--- src/rtl/hpdcache_wbuf_sched.sv ---
// -----------------------------------------------------------------------------
// hpdcache_wbuf_sched
//   Write-buffer entry scheduler for the HPDcache WBUF directory. Each directory
//   entry has a life-cycle FREE -> OPEN -> PEND -> SENT -> FREE. While an entry
//   is OPEN a coalescing timer runs. The entry is closed (PEND) on timeout or on
//   a global flush. PEND entries are offered to memory in round-robin order.
//   An acknowledge from memory releases a SENT entry.
//
// Ports
//   clk_i, rst_ni          clock, asynchronous active-low reset
//   cfg_thresh_i           coalescing timeout threshold (0 = close next cycle)
//   alloc_i                open a new entry (lowest-index FREE one)
//   alloc_ready_o          some entry is FREE
//   alloc_idx_o            entry that alloc_i would open
//   write_i, write_idx_i   coalescing write hit on an OPEN entry (restarts timer)
//   flush_all_i            close every OPEN entry
//   send_valid_o           a PEND entry is offered to memory
//   send_ready_i           memory accepts the offered entry
//   send_idx_o             offered entry
//   ack_i, ack_idx_i       memory write acknowledge for a SENT entry
//   empty_o                every entry is FREE
//   full_o                 no entry is FREE
// -----------------------------------------------------------------------------
module hpdcache_wbuf_sched #(
  parameter int unsigned  DIR_ENTRIES   = 16,
  parameter int unsigned  TIMECNT_WIDTH = 4,
  localparam int unsigned IDX_W         = $clog2(DIR_ENTRIES)
) (
  input  logic                     clk_i,
  input  logic                     rst_ni,
  input  logic [TIMECNT_WIDTH-1:0] cfg_thresh_i,
  input  logic                     alloc_i,
  output logic                     alloc_ready_o,
  output logic [IDX_W-1:0]         alloc_idx_o,
  input  logic                     write_i,
  input  logic [IDX_W-1:0]         write_idx_i,
  input  logic                     flush_all_i,
  output logic                     send_valid_o,
  input  logic                     send_ready_i,
  output logic [IDX_W-1:0]         send_idx_o,
  input  logic                     ack_i,
  input  logic [IDX_W-1:0]         ack_idx_i,
  output logic                     empty_o,
  output logic                     full_o
);

  localparam logic [1:0] ST_FREE = 2'd0;
  localparam logic [1:0] ST_OPEN = 2'd1;
  localparam logic [1:0] ST_PEND = 2'd2;
  localparam logic [1:0] ST_SENT = 2'd3;

  localparam logic [IDX_W-1:0] LAST_IDX = IDX_W'(DIR_ENTRIES - 1);
  localparam logic [IDX_W:0]   N_WIDE   = (IDX_W+1)'(DIR_ENTRIES);

  // Per-entry state and coalescing timer
  logic [1:0]               state_q [DIR_ENTRIES];
  logic [1:0]               state_d [DIR_ENTRIES];
  logic [TIMECNT_WIDTH-1:0] timer_q [DIR_ENTRIES];
  logic [TIMECNT_WIDTH-1:0] timer_d [DIR_ENTRIES];

  // Round-robin pointer and offer lock
  logic [IDX_W-1:0] rr_ptr_q, rr_ptr_d;
  logic             lock_q, lock_d;
  logic [IDX_W-1:0] lock_idx_q, lock_idx_d;

  logic             alloc_ready;
  logic [IDX_W-1:0] alloc_idx;
  logic             empty;
  logic             rr_found;
  logic [IDX_W-1:0] rr_idx;
  logic [IDX_W:0]   rr_sum;
  logic             send_valid;
  logic [IDX_W-1:0] send_idx;
  logic             send_hs;

  // ---------------------------------------------------------------------------
  // Lowest-index FREE entry; scanning downwards leaves the lowest one in place.
  // ---------------------------------------------------------------------------
  // NOTE: every always_comb output gets a default before any branch; a path that
  // leaves one unassigned would infer a latch.
  always_comb begin
    alloc_ready = 1'b0;
    alloc_idx   = '0;
    empty       = 1'b1;
    for (int i = int'(DIR_ENTRIES) - 1; i >= 0; i--) begin
      if (state_q[i] == ST_FREE) begin
        alloc_ready = 1'b1;
        alloc_idx   = IDX_W'(i);
      end else begin
        empty = 1'b0;
      end
    end
  end

  // ---------------------------------------------------------------------------
  // Round-robin search for the first PEND entry at or after rr_ptr_q. The sum
  // is one bit wider so a single conditional subtract implements the wrap for
  // any entry count, not only powers of two.
  // ---------------------------------------------------------------------------
  always_comb begin
    rr_found = 1'b0;
    rr_idx   = '0;
    rr_sum   = '0;
    for (int k = 0; k < int'(DIR_ENTRIES); k++) begin
      rr_sum = {1'b0, rr_ptr_q} + (IDX_W+1)'(k);
      if (rr_sum >= N_WIDE) rr_sum = rr_sum - N_WIDE;
      if (!rr_found && state_q[rr_sum[IDX_W-1:0]] == ST_PEND) begin
        rr_found = 1'b1;
        rr_idx   = rr_sum[IDX_W-1:0];
      end
    end
  end

  // An entry offered without being taken stays locked as the offer, so a newly
  // closed entry nearer the pointer cannot displace it before the handshake.
  assign send_valid = lock_q | rr_found;
  assign send_idx   = lock_q ? lock_idx_q : rr_idx;
  assign send_hs    = send_valid & send_ready_i;

  // ---------------------------------------------------------------------------
  // Next state of every entry. Decisions use only the current registered
  // state, so an entry freed or opened this cycle is acted upon next cycle.
  // ---------------------------------------------------------------------------
  always_comb begin
    for (int i = 0; i < int'(DIR_ENTRIES); i++) begin
      state_d[i] = state_q[i];
      timer_d[i] = timer_q[i];
      unique case (state_q[i])
        ST_FREE: begin
          if (alloc_i && alloc_ready && alloc_idx == IDX_W'(i)) begin
            state_d[i] = ST_OPEN;
            timer_d[i] = '0;
          end
        end
        ST_OPEN: begin
          // Flush wins over a write hit; the datapath still merges the write.
          if (flush_all_i) begin
            state_d[i] = ST_PEND;
          end else if (write_i && write_idx_i == IDX_W'(i)) begin
            timer_d[i] = '0;
          end else if (timer_q[i] >= cfg_thresh_i) begin
            state_d[i] = ST_PEND;
          end else if (timer_q[i] != '1) begin
            timer_d[i] = timer_q[i] + 1'b1;
          end
        end
        ST_PEND: begin
          if (send_hs && send_idx == IDX_W'(i)) state_d[i] = ST_SENT;
        end
        default: begin // ST_SENT
          if (ack_i && ack_idx_i == IDX_W'(i)) state_d[i] = ST_FREE;
        end
      endcase
    end
  end

  always_comb begin
    rr_ptr_d   = rr_ptr_q;
    lock_d     = lock_q;
    lock_idx_d = lock_idx_q;
    if (send_hs) begin
      rr_ptr_d = (send_idx == LAST_IDX) ? '0 : send_idx + 1'b1;
      lock_d   = 1'b0;
    end else if (send_valid) begin
      lock_d     = 1'b1;
      lock_idx_d = send_idx;
    end
  end

  // ---------------------------------------------------------------------------
  // State registers
  // ---------------------------------------------------------------------------
  // NOTE: sequential state is updated only with non-blocking assignments so all
  // registers see pre-edge values. The per-entry arrays are small flop banks,
  // not RAM, so they are reset along with everything else.
  always_ff @(posedge clk_i or negedge rst_ni) begin
    if (!rst_ni) begin
      for (int i = 0; i < int'(DIR_ENTRIES); i++) begin
        state_q[i] <= ST_FREE;
        timer_q[i] <= '0;
      end
      rr_ptr_q   <= '0;
      lock_q     <= 1'b0;
      lock_idx_q <= '0;
    end else begin
      for (int i = 0; i < int'(DIR_ENTRIES); i++) begin
        state_q[i] <= state_d[i];
        timer_q[i] <= timer_d[i];
      end
      rr_ptr_q   <= rr_ptr_d;
      lock_q     <= lock_d;
      lock_idx_q <= lock_idx_d;
    end
  end

  assign alloc_ready_o = alloc_ready;
  assign alloc_idx_o   = alloc_idx;
  assign send_valid_o  = send_valid;
  assign send_idx_o    = send_idx;
  assign empty_o       = empty;
  assign full_o        = ~alloc_ready;

`ifndef SYNTHESIS
  // A write hit must target an OPEN entry; anything else is a directory bug.
  write_on_open: assert property (@(posedge clk_i) disable iff (!rst_ni)
    write_i |-> state_q[write_idx_i] == ST_OPEN)
    else $error("wbuf_sched: write to non-OPEN entry %0d", write_idx_i);

  // A stray acknowledge is dropped without touching the entry.
  ack_on_sent: assert property (@(posedge clk_i) disable iff (!rst_ni)
    ack_i |-> state_q[ack_idx_i] == ST_SENT)
    else $warning("wbuf_sched: ack to non-SENT entry %0d ignored", ack_idx_i);
`endif

endmodule

--- config.mk ---
export PLATFORM = sky130hd
export DESIGN_NAME = hpdcache_wbuf_sched
export DESIGN_NICKNAME = d
export VERILOG_FILES = /design/src/rtl/hpdcache_wbuf_sched.sv
export SDC_FILE = /design/constraint.sdc
export NUM_CORES = 1
export LEC_CHECK = 0
export ABC_AREA = 1
export BUFFER_PORTS_ARGS = -buffer_cell sky130_fd_sc_hd__buf_2
export CAP_MARGIN = 20
export CORE_AREA = 2 2 218 220
export CTS_CLUSTER_DIAMETER = 50
export DETAILED_ROUTE_END_ITERATION = 6
export DIE_AREA = 0 0 220 222
export HOLD_SLACK_MARGIN = 0.05
export PLACE_DENSITY = 0.41
export SYNTH_ARGS = -nofsm -noshare
export SYNTH_HDL_FRONTEND = slang
export SYNTH_SLANG_ARGS = --single-unit
--- constraint.sdc ---
create_clock -name clk_i -period 5 [get_ports clk_i]
set_input_delay 1 -clock clk_i [delete_from_list [all_inputs] [get_ports clk_i]]
set_output_delay 1 -clock clk_i [all_outputs]
set_load 0.02 [all_outputs]
==> Word level (Yosys, flattened, before mapping) <==
Index checks and enable logic that the tools add are counted.
{ "totals": {"register_bits": 105, "output_inout_bits": 12, "inputBits": 19, "wordCells": 923} }
{ "op_classes": {"n_eq_ne": 236, "order_cmp": 48, "reduce_logical": 181, "addsub": 48, "bitwise_logic": 20, "muxes": 355} }
{ "ops": {"columns": ["cell", "n"], "rows": [
  ["two-way mux 4 bit", 130],
  ["two-way mux 2 bit", 128],
  ["inequality test 3 bit, second input constant", 64],
  ["AND reduction 5 bit", 32],
  [">= comparator 5 bit, second input constant", 31],
  ["binary-select mux 2 bit (select 4 bit)", 16],
  ["equality test 4 bit, second input constant", 32],
  ["one-hot mux 4 bit (2 select lines)", 16],
  ["one-hot mux 2 bit (3 select lines)", 16],
  ["logical AND 1 bit", 80],
  ["inverter 4 -> 5 bit", 16],
  ["adder 4 x 1 -> 4 bit, second input constant", 17],
  ["equality test 2 bit, second input constant", 32],
  ["equality test 4 x 3 -> 1 bit, second input constant", 16],
  [">= comparator 4 bit", 16],
  ["inequality test 2 bit, second input constant", 32],
  ["inequality test 4 bit, second input constant", 16],
  ["nonzero test 4 bit", 16],
  ["subtractor 4 x 1 -> 4 bit, second input constant", 16],
  ["two-way mux 1 bit", 49],
  ["adder 4 x 4 -> 5 bit, second input constant", 8],
  ["nonzero test 2 bit", 17],
  ["equality test 2 x 1 -> 1 bit, second input constant", 16],
  ["equality test 4 x 2 -> 1 bit, second input constant", 8],
  ["other kinds (13)", 68]
]} }

==> Longest topological paths before layout <==
Gate-level depths: netlist (run 1).
{ "depth": {"depth_word": 58, "depth_mapped": 34, "mapped_depth_nobuf": 33} }

==> Least setup slack after synthesis (run 1) <==
OpenSTA, ideal clock, no wires.
{ "synth_timing": {"kind": "register to output", "start": "register rr_ptr_q[1]", "end": "output send_idx_o[3]", "n_path_buf": 4, "arrival_ns": 3.562, "t_required_ns": 4.000, "path_stages_with_launch": 24, "path_slack_ns": 0.438, "cell_sequence": "dfrtp_1 inv_1 clkbuf_1 ha_1 inv_1 buf_2 buf_2 nand3_1 nand3_1 nand3_1 nand3_2 nand4_4 nor2_8 nand4_4 nor2_8 nand4_4 nor3_4 nand2_1 nand2_1 inv_2 nand3_4 nand2_2 buf_6 inv_1"} }
{ "synth_between": {"elab_chain_cells": 54, "elab_cells_between_ends": 205, "classes_between": "add/sub (31); order compare (16); eq/ne (16); mux (96); bitwise (16); reduce/logical (30)"} }
{ "synth_rtl": {"columns": ["item", "line", "source"], "rows": [
  ["start, declared", "62", "logic [IDX_W-1:0] rr_ptr_q, rr_ptr_d;"],
  ["start signal, assigned", "190", "rr_ptr_q <= rr_ptr_d;"],
  ["parallel branches: the longest is 52 deep, another holds adder 4 x 1 -> 5 bit", null, null],
  ["two-way mux 4 bit *", "107", "if (!rr_found && state_q[rr_sum[IDX_W-1:0]] == ST_PEND) begin"],
  ["two-way mux 4 bit *", "117", "assign send_idx = lock_q ? lock_idx_q : rr_idx;"],
  ["end, declared", "40", "output logic [IDX_W-1:0] send_idx_o,"]
]} }
Mark *: on every way between the ends. The select of a mux whose other input is x is not followed.

==> Final worst setup path (run 1) <==
{ "layout_timing": {"start": "register rr_ptr_q[2]", "end": "output send_idx_o[1]"} }
The elaborated chain is that of the path after synthesis.

==> results by group, run 1 <==
Status
  – Status: finished, final reports clean

Timing
  – Final hold vios: 0
  – Fmax: around 0.21 GHz
  – Worst hold slack: between 400 and 500 ps
  – Relative slew slack: 0.4135
  – Final slew viol count: 0
  – Setup Viol. Count Final: 0
  – Worst slew pin tran: roughly 880 ps
  – Setup Skew: between 15 and 20 ps
  – Fin crit period: 4800 ps
  – Period utilization: 0.9600

Worst setup path
  – Slowest CP cell: dfrtp_1
  – Worst setup SP type: register
  – Required @ worst endpoint: 4000 ps
  – Crit path largest cell delay: between 400 and 500 ps
  – WS Path Type: reg -> out
  – CP Cell Sequence: buf_4 -> ha_1 -> nand2_4 -> nand2_4 -> xor2_4 -> inv_2 -> nand3_1 -> nand2_1 -> nand3_2 -> nand4_4 -> nor2_8 -> nand4_4 -> nor2_8 -> nand4_4 -> nor2_4 -> nand3b_1 -> o21ai_1 -> inv_1 -> nand2_2 -> nand2_4 -> inv_4 -> buf_4
  – Buf/Inv on CP: 5
  – CP endpoint kind: output port
  – Crit-path max FO: 6
  – CP arrival: around 3800 ps
  – Top delay family on crit path: simple AND/OR/NAND/NOR gates

Yosys
  – Mapped Nets: approximately 1900
  – Seq/Total Area, Yosys: 0.2275
  – Primary FF master, synth: dfrtp_1
  – FF+latch count, synth: between 100 and 150
  – Mean Syn Cell Area: 6.777 sq um
  – XOR/XNOR Fraction of Synth Area: 0.02351
  – Post-Synthesis Cells: ~1700
  – Post-synth EDFFs: 0
  – Unique masters post-synth: 53
  – Yosys warnings: 0
  – Synth Cell Area: roughly 12000 sq um
  – Main combinational cell family by area after synthesis: simple AND/OR/NAND/NOR gates
  – Post-synthesis adder-cell area fraction: 0.1647
  – Post-synthesis mux area share: 0
  – Simple logic cell fraction of the synthesized area: 0.3755
  – Synth Area in Compound Gates: 0.1183
  – Ys async rst share: 1.000

Die
  – Core Box Area: between 40000 and 50000 sq um
  – IO Pins: 31
  – Cell row count: 79
  – Die area: approximately 49000 sq um
  – Initial Util: 0.2496
  – Die H: roughly 220 um
  – Die width: 220 um

GRT
  – First-pass GRT wire length: ~61 mm
  – Vias in the first global route: between 10000 and 15000
  – Initial antenna violation count: 0
  – Overall global routing resource usage: 0.1623
  – Overflow after GRT: 0
  – Largest net degree at the start of global routing: between 60 and 70

Clock tree
  – TritonCTS clock tree: yes
  – Worst skew pair latency: 400 ps
  – Root buf cell: clkbuf_16
  – H-tree levels: 3
  – CTS Hold Buffers Added: 0
  – Maximum clock path buffer count: 2
  – Num CTS Buffers: 9
  – Clock sinks: between 100 and 150
  – Clk slew on worst S/H paths: 70 ps

Finish
  – Area grow syn2layout: 14.00%
  – Share of cells above drive strength 1: 0.1047
  – Fin nets: a little under 2000
  – Final Non-Filler Cells: 2383
  – Ant. Diodes: 0

Placement
  – Dpl hpwl: a little over 30 mm
  – Port-buffer cells: 30
  – Placer Congestion: a little under 0.9
  – Placed Cells: between 2000 and 2500

Hold path
  – Hold WC Path Type: reg -> reg

Route
  – DR WL/cell: roughly 16 um
  – Via density: a little under 5
  – Residual DRC count: 0
  – Initial DRC count: between 600 and 700
  – Total Wirelength: around 39 mm
  – Routed Antenna Nets: 0
  – Total number of vias: about 11000
  – TritonRoute pass-1 iters: 6

Run
  – Max Cap Viol: 0
worst reg2reg max path: cells and delay by family (launching register included):
kind / cells / cell delay, ps
AO/OA/AOI/OAI: 1 / 160
XOR/XNOR: 1 / 230
adder cells (fa/ha/maj): 2 / 370
buffers and inverters: 6 / 730
flip-flops: 1 / 490
AND/OR/NAND/NOR: 20 / 2280
synthesized netlist by cell type, types with 3 or more instances:
library cell,n,area [sq um]
nand2_1,390,1464
inv_1,221,829.6
nand3_1,212,1061
nor2_1,180,675.7
ha_1,152,1902
dfrtp_1,105,2628
o21ai_0,93,465.5
a21oi_1,66,330.3
nand4_1,40,250.2
nor3_1,35,175.2
o211ai_1,20,150.1
a31oi_1,17,106.4
nand2_2,17,106.4
nand3_2,17,170.2
xor2_1,14,122.6
nor3b_1,13,97.59
a211oi_1,10,75.07
buf_2,9,45.04
buf_6,9,101.4
o211a_1,7,70.07
or2_2,7,43.79
xnor2_1,7,61.31
clkbuf_1,5,18.77
inv_2,5,18.77
nor2_8,4,80.08
o2111ai_1,4,35.03
a221oi_1,3,26.28
and3_1,3,18.77
nand4_4,3,63.81
nor4_1,3,18.77
o22ai_1,3,18.77
cells by family after synthesis:
kind of cell	after synthesis
AND/OR/NAND/NOR	935
buffers and inverters	253
AO/OA/AOI/OAI	234
adder cells (fa/ha/maj)	152
flip-flops	105
XOR/XNOR	25
what timing repair did:
item	4_1_cts	5_1_grt
setup endpoints to repair	4	4
cloned	1	2
endpoints found under the hold margin	0	0
resized for setup	12	40
pin swaps	0	18
buffers inserted	2	16
final timing paths:
check | cells past startpoint | end | slack [ps] | from
min in group asynchronous | 1 | timer_q[41] | 690 | rst_ni
max in group asynchronous | 2 | lock_idx_q[1] | 3390 | rst_ni
worst max register to register | 30 | state_q[1] | 660 | rr_ptr_q[2]
worst min register to register | 2 | lock_idx_q[1] | 480 | lock_idx_q[1]
worst max-delay path | 22 | send_idx_o[1] | 200 | rr_ptr_q[2]
worst min-delay path | 2 | lock_idx_q[1] | 480 | lock_idx_q[1]
placed cells by master, fill, tap and decap left out, drive strengths merged, types with 43 or more instances in the layout:
master	synthesis	routed
ha	152	152
o21ai	95	95
a21oi	67	67
buf	21	80
nand4	43	43
nor2	188	188
dfrtp	105	105
nand2	409	409
nand3	230	230
inv	226	227
metrics by stage:
stage / TNS [ps] / area [sq um] / utilization / setup WS, ps
final: 0 / 13170 / 0.2846 / 200.2
after global routing: -37.18 / 13170 / 0.2846 / -17.00
after CTS: 0 / 12870 / 0.2782 / 25.51
after detailed placement: 0 / 12520 / 0.2707 / 195.7
after global placement: 0 / 12520 / 0.2707 / 269.6
after floorplan: 0 / 11550 / - / 437.5
per-layer routing:
metal / part of all wire / global-route usage / wire length (um) / up-vias
li1: - / - / - / 5854
met2: 0.48 / 0.2774 / 18480 / 140
met3: 0.028 / 0.01975 / 1084 / 19
met5: 0 / 0 / 0 / -
met1: 0.48 / 0.2159 / 18610 / 5429
met4: 0.012 / 0.03832 / 462 / 0
registers in the layout (all words and copies together) (netlist names):
register and count:
lock_idx_q 4, lock_q 1, rr_ptr_q 4, state_q 32, timer_q 64
cell type report:
type / instances / area, sq um
inverters: 227 / 863.3
repair buffers: 82 / 655.6
clock inverters: 5 / 41.29
well taps: 607 / 759.5
multi-input cells: 1346 / 7981
fillers: 5208 / 33090
flip-flops and latches: 105 / 2628
repair inverters: 1 / 7.507
clock buffers: 10 / 229.0
Power of run 1 is not shown: default switching activity piles up to over one toggle a cycle in this logic, so the estimate is an artifact.
==> run 2, diff against run 1 <==
BUFFER_PORTS_ARGS = unset   (was -buffer_cell sky130_fd_sc_hd__buf_2)
DONT_BUFFER_PORTS = 1   (was unset)
GPL_TIMING_DRIVEN = 0   (was unset)
PLACE_DENSITY = 0.4   (was 0.41)
==> results by group, run 2 (same netlist as run 1, synthesis figures left out) <==
Status
  – Status: finished, final reports clean (unchanged)

Worst setup path
  – Reg-to-Reg End: state_q[9] (was state_q[1])
  – Worst setup SP type: register (unchanged)
  – Required @ worst endpoint: 4000 ps (about the same)
  – WS Path Type: reg -> out (unchanged)
  – Worst r2r src: rr_ptr_q[1] (was rr_ptr_q[2])
  – Crit-path max FO: 10 (was 6)
  – CP endpoint kind: output port (unchanged)
  – R2R Setup Slk: 410 ps (was 660 ps)
  – Worst reg2reg path depth: 30 (unchanged)
  – CP arrival: 3750 ps (was 3800 ps)

GRT
  – First-pass GRT wire length: 61.08 mm (was 61.50 mm)
  – Largest net degree at the start of global routing: 106 (was 63)
  – Overflow after GRT: 0 (unchanged)
  – Vias in the first global route: 10870 (was 11030)
  – Initial antenna violation count: 0 (unchanged)
  – Overall global routing resource usage: 0.1616 (was 0.1623)

Clock tree
  – Maximum clock path buffer count: 2 (unchanged)
  – H-tree levels: 3 (unchanged)
  – Clock sinks: 105 (unchanged)
  – Worst skew pair latency: 390 ps (was 400 ps)
  – Root buf cell: clkbuf_16 (unchanged)
  – CTS Hold Buffers Added: 0 (unchanged)
  – TritonCTS clock tree: yes (unchanged)
  – Clk slew on worst S/H paths: 80 ps (was 70 ps)
  – Num CTS Buffers: 9 (unchanged)

Finish
  – Biggest registers after layout: timer_q: 64 flops, state_q: 32 flops (unchanged)
  – Most frequent cells in the layout: 384 x nand2_1, 215 x inv_1, 211 x nand3_1, 176 x nor2_1, 150 x ha_1 (was 385 x nand2_1, 215 x inv_1, 209 x nand3_1, 179 x nor2_1, 149 x ha_1)
  – Fin nets: 1907 (was 1943)
  – Fin area: 12980 sq um (was 13170 sq um)
  – Commonest non-fill, non-tap cell in the layout: nand2_1 (unchanged)
  – Largest Register: timer_q (unchanged)
  – Max reg flops: 64 (unchanged)
  – Fill cell count: 5159 (was 5208)
  – Share of cells above drive strength 1: 0.08731 (was 0.1047)
  – Area grow syn2layout: 12.39% (was 14.00%)
  – Ant. Diodes: 0 (unchanged)

Placement
  – Port-buffer cells: 0 (was 30)
  – Dpl hpwl: 31.08 mm (was 30.89 mm)
  – Placer Congestion: 0.8461 (was 0.8726)
  – DP Area: 12310 sq um (was 12520 sq um)
  – Placement Setup Slack: -1175 ps (was 195.7 ps)

Route
  – TritonRoute pass-1 iters: 5 (was 6)
  – Total Wirelength: 38.37 mm (was 38.65 mm)
  – Via density: 4.812 (was 4.802)
  – Routed Antenna Nets: 0 (unchanged)
  – Initial DRC count: 675 (was 683)
  – DR WL/cell: 16.34 um (was 16.22 um)
  – Residual DRC count: 0 (unchanged)
  – Total number of vias: 11300 (was 11440)

Die
  – Cell row count: 79 (unchanged)
  – Die H: 222 um (unchanged)
  – Initial Util: 0.2496 (unchanged)
  – Core Box Area: 46260 sq um (unchanged)
  – IO Pins: 31 (unchanged)
  – Die area: 48840 sq um (unchanged)
  – Die width: 220 um (unchanged)

Timing
  – Setup Skew: 13.37 ps (was 17.93 ps)
  – Final slew viol count: 0 (unchanged)
  – Fmax: 0.2105 GHz (was 0.2083 GHz)
  – Final hold vios: 0 (unchanged)
  – Relative slew slack: 0.4006 (was 0.4135)
  – Fin crit period: 4750 ps (was 4800 ps)
  – Worst slew pin tran: 898.1 ps (was 879.7 ps)
  – Period utilization: 0.9501 (was 0.9600)
  – RSZ-0062 raised after global routing: no
  – Worst setup margin: 249.7 ps (was 200.2 ps)
  – Setup Viol. Count Final: 0 (unchanged)

Hold path
  – Hold WC Path Type: in -> async (was reg -> reg)

Run
  – Max Cap Viol: 0 (unchanged)
run 2: worst max path at each step:
stage                 from            end  slack [ps]  depth (start not counted)
4_1_cts        rr_ptr_q[1]  send_idx_o[3]           7                         24
2_1_floorplan  rr_ptr_q[1]  send_idx_o[3]         440                         23
5_1_grt        rr_ptr_q[0]  send_idx_o[3]           7                         23
3_5_place_dp   rr_ptr_q[1]     state_q[9]       -1180                         30
3_3_place_gp   rr_ptr_q[1]     state_q[8]       -1210                         30
6_report       rr_ptr_q[1]  send_idx_o[3]         250                         23
run 2: routing by layer:
metal,up-vias,global-route usage,routed length (um)
met5,-,0,0
met4,0,0.04417,860
met2,185,0.2737,18310
met3,39,0.02716,1395
met1,5284,0.2104,17800
li1,5790,-,-
run 2: repair_timing:
action | CTS | global route
hold endpoints to repair | 0 | 0
setup buffers | 11 | 9
gates resized for setup | 38 | 30
cloned | 0 | 1
setup endpoints to repair | 41 | 32
pin swaps | 5 | 9
run 2: worst max-delay path, cell delays in order (launching register included):
cell and delay, ps:
dfrtp_2 450, inv_2 100, clkbuf_16 150, ha_4 210, inv_2 80, buf_6 130, buf_8 140, nand3_1 100
nand2_1 80, a211oi_1 50, a21oi_2 240, nor2_2 80, a21oi_2 210, nand4_4 150, nor2_8 170, nand4_4 150
nor3_4 230, nand2_1 70, nand2_1 70, inv_2 50, nand3_4 80, nand2_4 80, buf_12 150, clkinvlp_4 110
run 2: stage by stage:
step / TNS [ps] / hold WS (ps) / std cells / util
after floorplan: 0 / 445.7 / 1704 / -
after global placement: -36770 / 464.3 / 2311 / 0.2661
after detailed placement: -35230 / 474.0 / 2312 / 0.2662
after CTS: 0 / 272.5 / 2338 / 0.2766
after global routing: 0 / 269.9 / 2348 / 0.2806
final: 0 / 302.0 / 2348 / 0.2806
run 2: final cells by class:
type | count | area, sq um | area share
timing repair buffer | 22 | 162.7 | 0.01253
buffer | 25 | 275.3 | 0.02121
tap | 607 | 759.5 | 0.05851
multi-input combinational | 1346 | 7998 | 0.6162
sequential | 105 | 2630 | 0.2026
clock buffer | 10 | 239.0 | 0.01841
clock inverter | 6 | 47.55 | 0.003663
inverter | 227 | 868.3 | 0.06690
Power of run 2 is left out for the same reason.
==> run 3, diff against run 2 <==
--- a/config.mk
+++ b/config.mk
@@ -8,2 +8,3 @@
 export ABC_AREA = 1
+export ABC_CLOCK_PERIOD_IN_PS = 5000
 export CAP_MARGIN = 20
==> constraint.sdc (replaced) <==
create_clock -name clk_i -period 5 [get_ports clk_i]
set_input_delay 1.5 -clock clk_i [delete_from_list [all_inputs] [get_ports clk_i]]
set_output_delay 1.5 -clock clk_i [all_outputs]
set_load 0.02 [all_outputs]
==> results by group, run 3 (same netlist as run 1, synthesis figures left out) <==
Timing
  – Final slew viol count: 0 (unchanged)
  – Worst setup margin: -170.4 ps (was 249.7 ps)
  – Relative slew slack: 0.3964 (was 0.4006)
  – Fmax: 0.1934 GHz (was 0.2105 GHz)
  – Fin crit period: 5170 ps (was 4750 ps)
  – RSZ-0062 raised after global routing: yes (was no)
  – Setup Viol. Count Final: 4 (was 0)
  – Period utilization: 1.034 (was 0.9501)
  – Setup Skew: 17.07 ps (was 13.37 ps)
  – Worst slew pin tran: 904.3 ps (was 898.1 ps)
  – Final hold vios: 0 (unchanged)

Die
  – IO Pins: 31 (unchanged)
  – Core Box Area: 46260 sq um (unchanged)
  – Die width: 220 um (unchanged)
  – Die H: 222 um (unchanged)
  – Cell row count: 79 (unchanged)
  – Initial Util: 0.2496 (unchanged)
  – Die area: 48840 sq um (unchanged)

Worst setup path
  – Crit-path max FO: 7 (was 10)
  – Worst r2r src: rr_ptr_q[0] (was rr_ptr_q[1])
  – Worst setup SP type: register (unchanged)
  – Worst reg2reg path depth: 30 (unchanged)
  – Crit path launch: rr_ptr_q[0] (was rr_ptr_q[1])
  – CP arrival: 3670 ps (was 3750 ps)
  – CP endpoint kind: output port (unchanged)
  – R2R Setup Slk: 350 ps (was 410 ps)
  – CP Capture Point: send_idx_o[3] (unchanged)
  – Reg-to-Reg End: state_q[1] (was state_q[9])
  – WS Path Type: reg -> out (unchanged)
  – Required @ worst endpoint: 3500 ps (was 4000 ps)

Clock tree
  – H-tree levels: 3 (unchanged)
  – Num CTS Buffers: 9 (unchanged)
  – Clock sinks: 105 (unchanged)
  – Root buf cell: clkbuf_16 (unchanged)
  – Worst skew pair latency: 400 ps (was 390 ps)
  – Clk slew on worst S/H paths: 80 ps (about the same)
  – CTS Hold Buffers Added: 0 (unchanged)
  – Maximum clock path buffer count: 2 (unchanged)
  – TritonCTS clock tree: yes (unchanged)

Placement
  – Dpl hpwl: 31.21 mm (was 31.08 mm)
  – Placer Congestion: 0.8638 (was 0.8461)
  – Placement Setup Slack: -901.1 ps (was -1175 ps)
  – Port-buffer cells: 0 (unchanged)

Run
  – Max Cap Viol: 0 (unchanged)

Finish
  – Fin nets: 1948 (was 1907)
  – Commonest non-fill, non-tap cell in the layout: nand2_1 (unchanged)
  – Biggest registers after layout: timer_q: 64 flops, state_q: 32 flops (unchanged)
  – Multi-input logic area: 8229 sq um (was 7998 sq um)
  – Sequential cell area: 2630 sq um (unchanged)
  – Largest Register: timer_q (unchanged)
  – Fill cell count: 5100 (was 5159)
  – Max reg flops: 64 (unchanged)
  – Share of cells above drive strength 1: 0.1296 (was 0.08731)
  – Area grow syn2layout: 17.84% (was 12.39%)
  – Ant. Diodes: 0 (unchanged)
  – Most frequent cells in the layout: 368 x nand2_1, 215 x inv_1, 197 x nand3_1, 175 x nor2_1, 148 x ha_1 (was 384 x nand2_1, 215 x inv_1, 211 x nand3_1, 176 x nor2_1, 150 x ha_1)

GRT
  – Initial antenna violation count: 0 (unchanged)
  – Vias in the first global route: 11270 (was 10870)
  – Overflow after GRT: 0 (unchanged)
  – Overall global routing resource usage: 0.1684 (was 0.1616)
  – First-pass GRT wire length: 63.44 mm (was 61.08 mm)
  – Largest net degree at the start of global routing: 106 (unchanged)

Route
  – Routed Antenna Nets: 0 (unchanged)
  – Residual DRC count: 0 (unchanged)
  – Via density: 4.819 (was 4.812)
  – TritonRoute pass-1 iters: 7 (was 5)
  – DR WL/cell: 16.62 um (was 16.34 um)
  – Initial DRC count: 649 (was 675)
  – Total number of vias: 11510 (was 11300)
  – Total Wirelength: 39.72 mm (was 38.37 mm)

Hold path
  – Hold WC Path Type: reg -> reg (was in -> async)

Status
  – Status: finished, violations left (was finished, final reports clean)
  – Failing checks: negative setup slack
## run 3: cell types whose count changed in the layout (fill, tap and decap cells not counted), moves of 5 or more
cell / previous run / this run
nand2_1: 384 / 368
buf_4: 21 / 49
nand3_2: 18 / 26
buf_8: 3 / 8
nand3_4: 1 / 7
nand2_2: 20 / 34
nand3_1: 211 / 197
## run 3: through the flow
stage | area, sq um | std cells | TNS [ps] | hold WS, ps | util
6_report | 13610 | 2389 | -516.2 | 485.0 | 0.2942
4_1_cts | 13310 | 2378 | -661.8 | 489.8 | 0.2877
3_5_place_dp | 12310 | 2311 | -24450 | 469.6 | 0.2661
3_3_place_gp | 12310 | 2311 | -26470 | 464.6 | 0.2661
2_1_floorplan | 11550 | 1704 | 0 | 445.7 | -
5_1_grt | 13610 | 2389 | -1428 | 508.2 | 0.2942
## run 3: metal layers
layer	global-route usage	wire length, um	up-vias
met5	0	0	-
met4	0.05477	1024	0
met3	0.02469	1480	43
met2	0.2835	18940	189
met1	0.2195	18270	5402
li1	-	-	5879
## run 3: worst min path at each step
| stage | start | to | slack [ps] | cells past startpoint |
|---|---|---|---|---|
| global route | lock_idx_q[0] | lock_idx_q[0] | 510 | 2 |
| CTS | lock_idx_q[0] | lock_idx_q[0] | 490 | 2 |
| finish | lock_idx_q[0] | lock_idx_q[0] | 480 | 2 |
| floorplan | lock_idx_q[0] | lock_idx_q[0] | 450 | 2 |
| global placement | lock_idx_q[0] | lock_idx_q[0] | 460 | 2 |
| detailed placement | lock_idx_q[0] | lock_idx_q[0] | 470 | 2 |
## run 3: worst max-delay path: stages, from the launching register on
cell and delay, ps:
dfrtp_2 430, inv_4 60, buf_12 130, ha_4 270, inv_4 70, buf_8 120
buf_8 120, nand3_1 90, nand2_1 90, a211oi_1 50, a21oi_2 220, nor2_2 80
a21oi_2 210, nand4_4 170, nor2_8 170, nand4_1 180, inv_1 150, a21oi_1 70
nand2_1 90, nand2_2 70, nand3_4 120, nand2_4 70, buf_12 140, clkinvlp_4 110
## run 3: area by class of cell
cell class / count / area share
Tap cell: 607 / 0.05581
Sequential cell: 105 / 0.1933
Timing Repair Buffer: 60 / 0.03696
Clock buffer: 10 / 0.01756
Clock inverter: 6 / 0.003769
Inverter: 227 / 0.06472
Multi-Input combinational cell: 1348 / 0.6047
Buffer: 26 / 0.02326
## run 3: what timing repair did
action / CTS / global route
gates cloned: 3 / 1
hold endpoints to repair: 0 / 0
pin swaps: 25 / 39
gates resized for setup: 84 / 54
setup endpoints to repair: 41 / 7
setup buffers: 48 / 10
Power of run 3 is left out for the same reason.
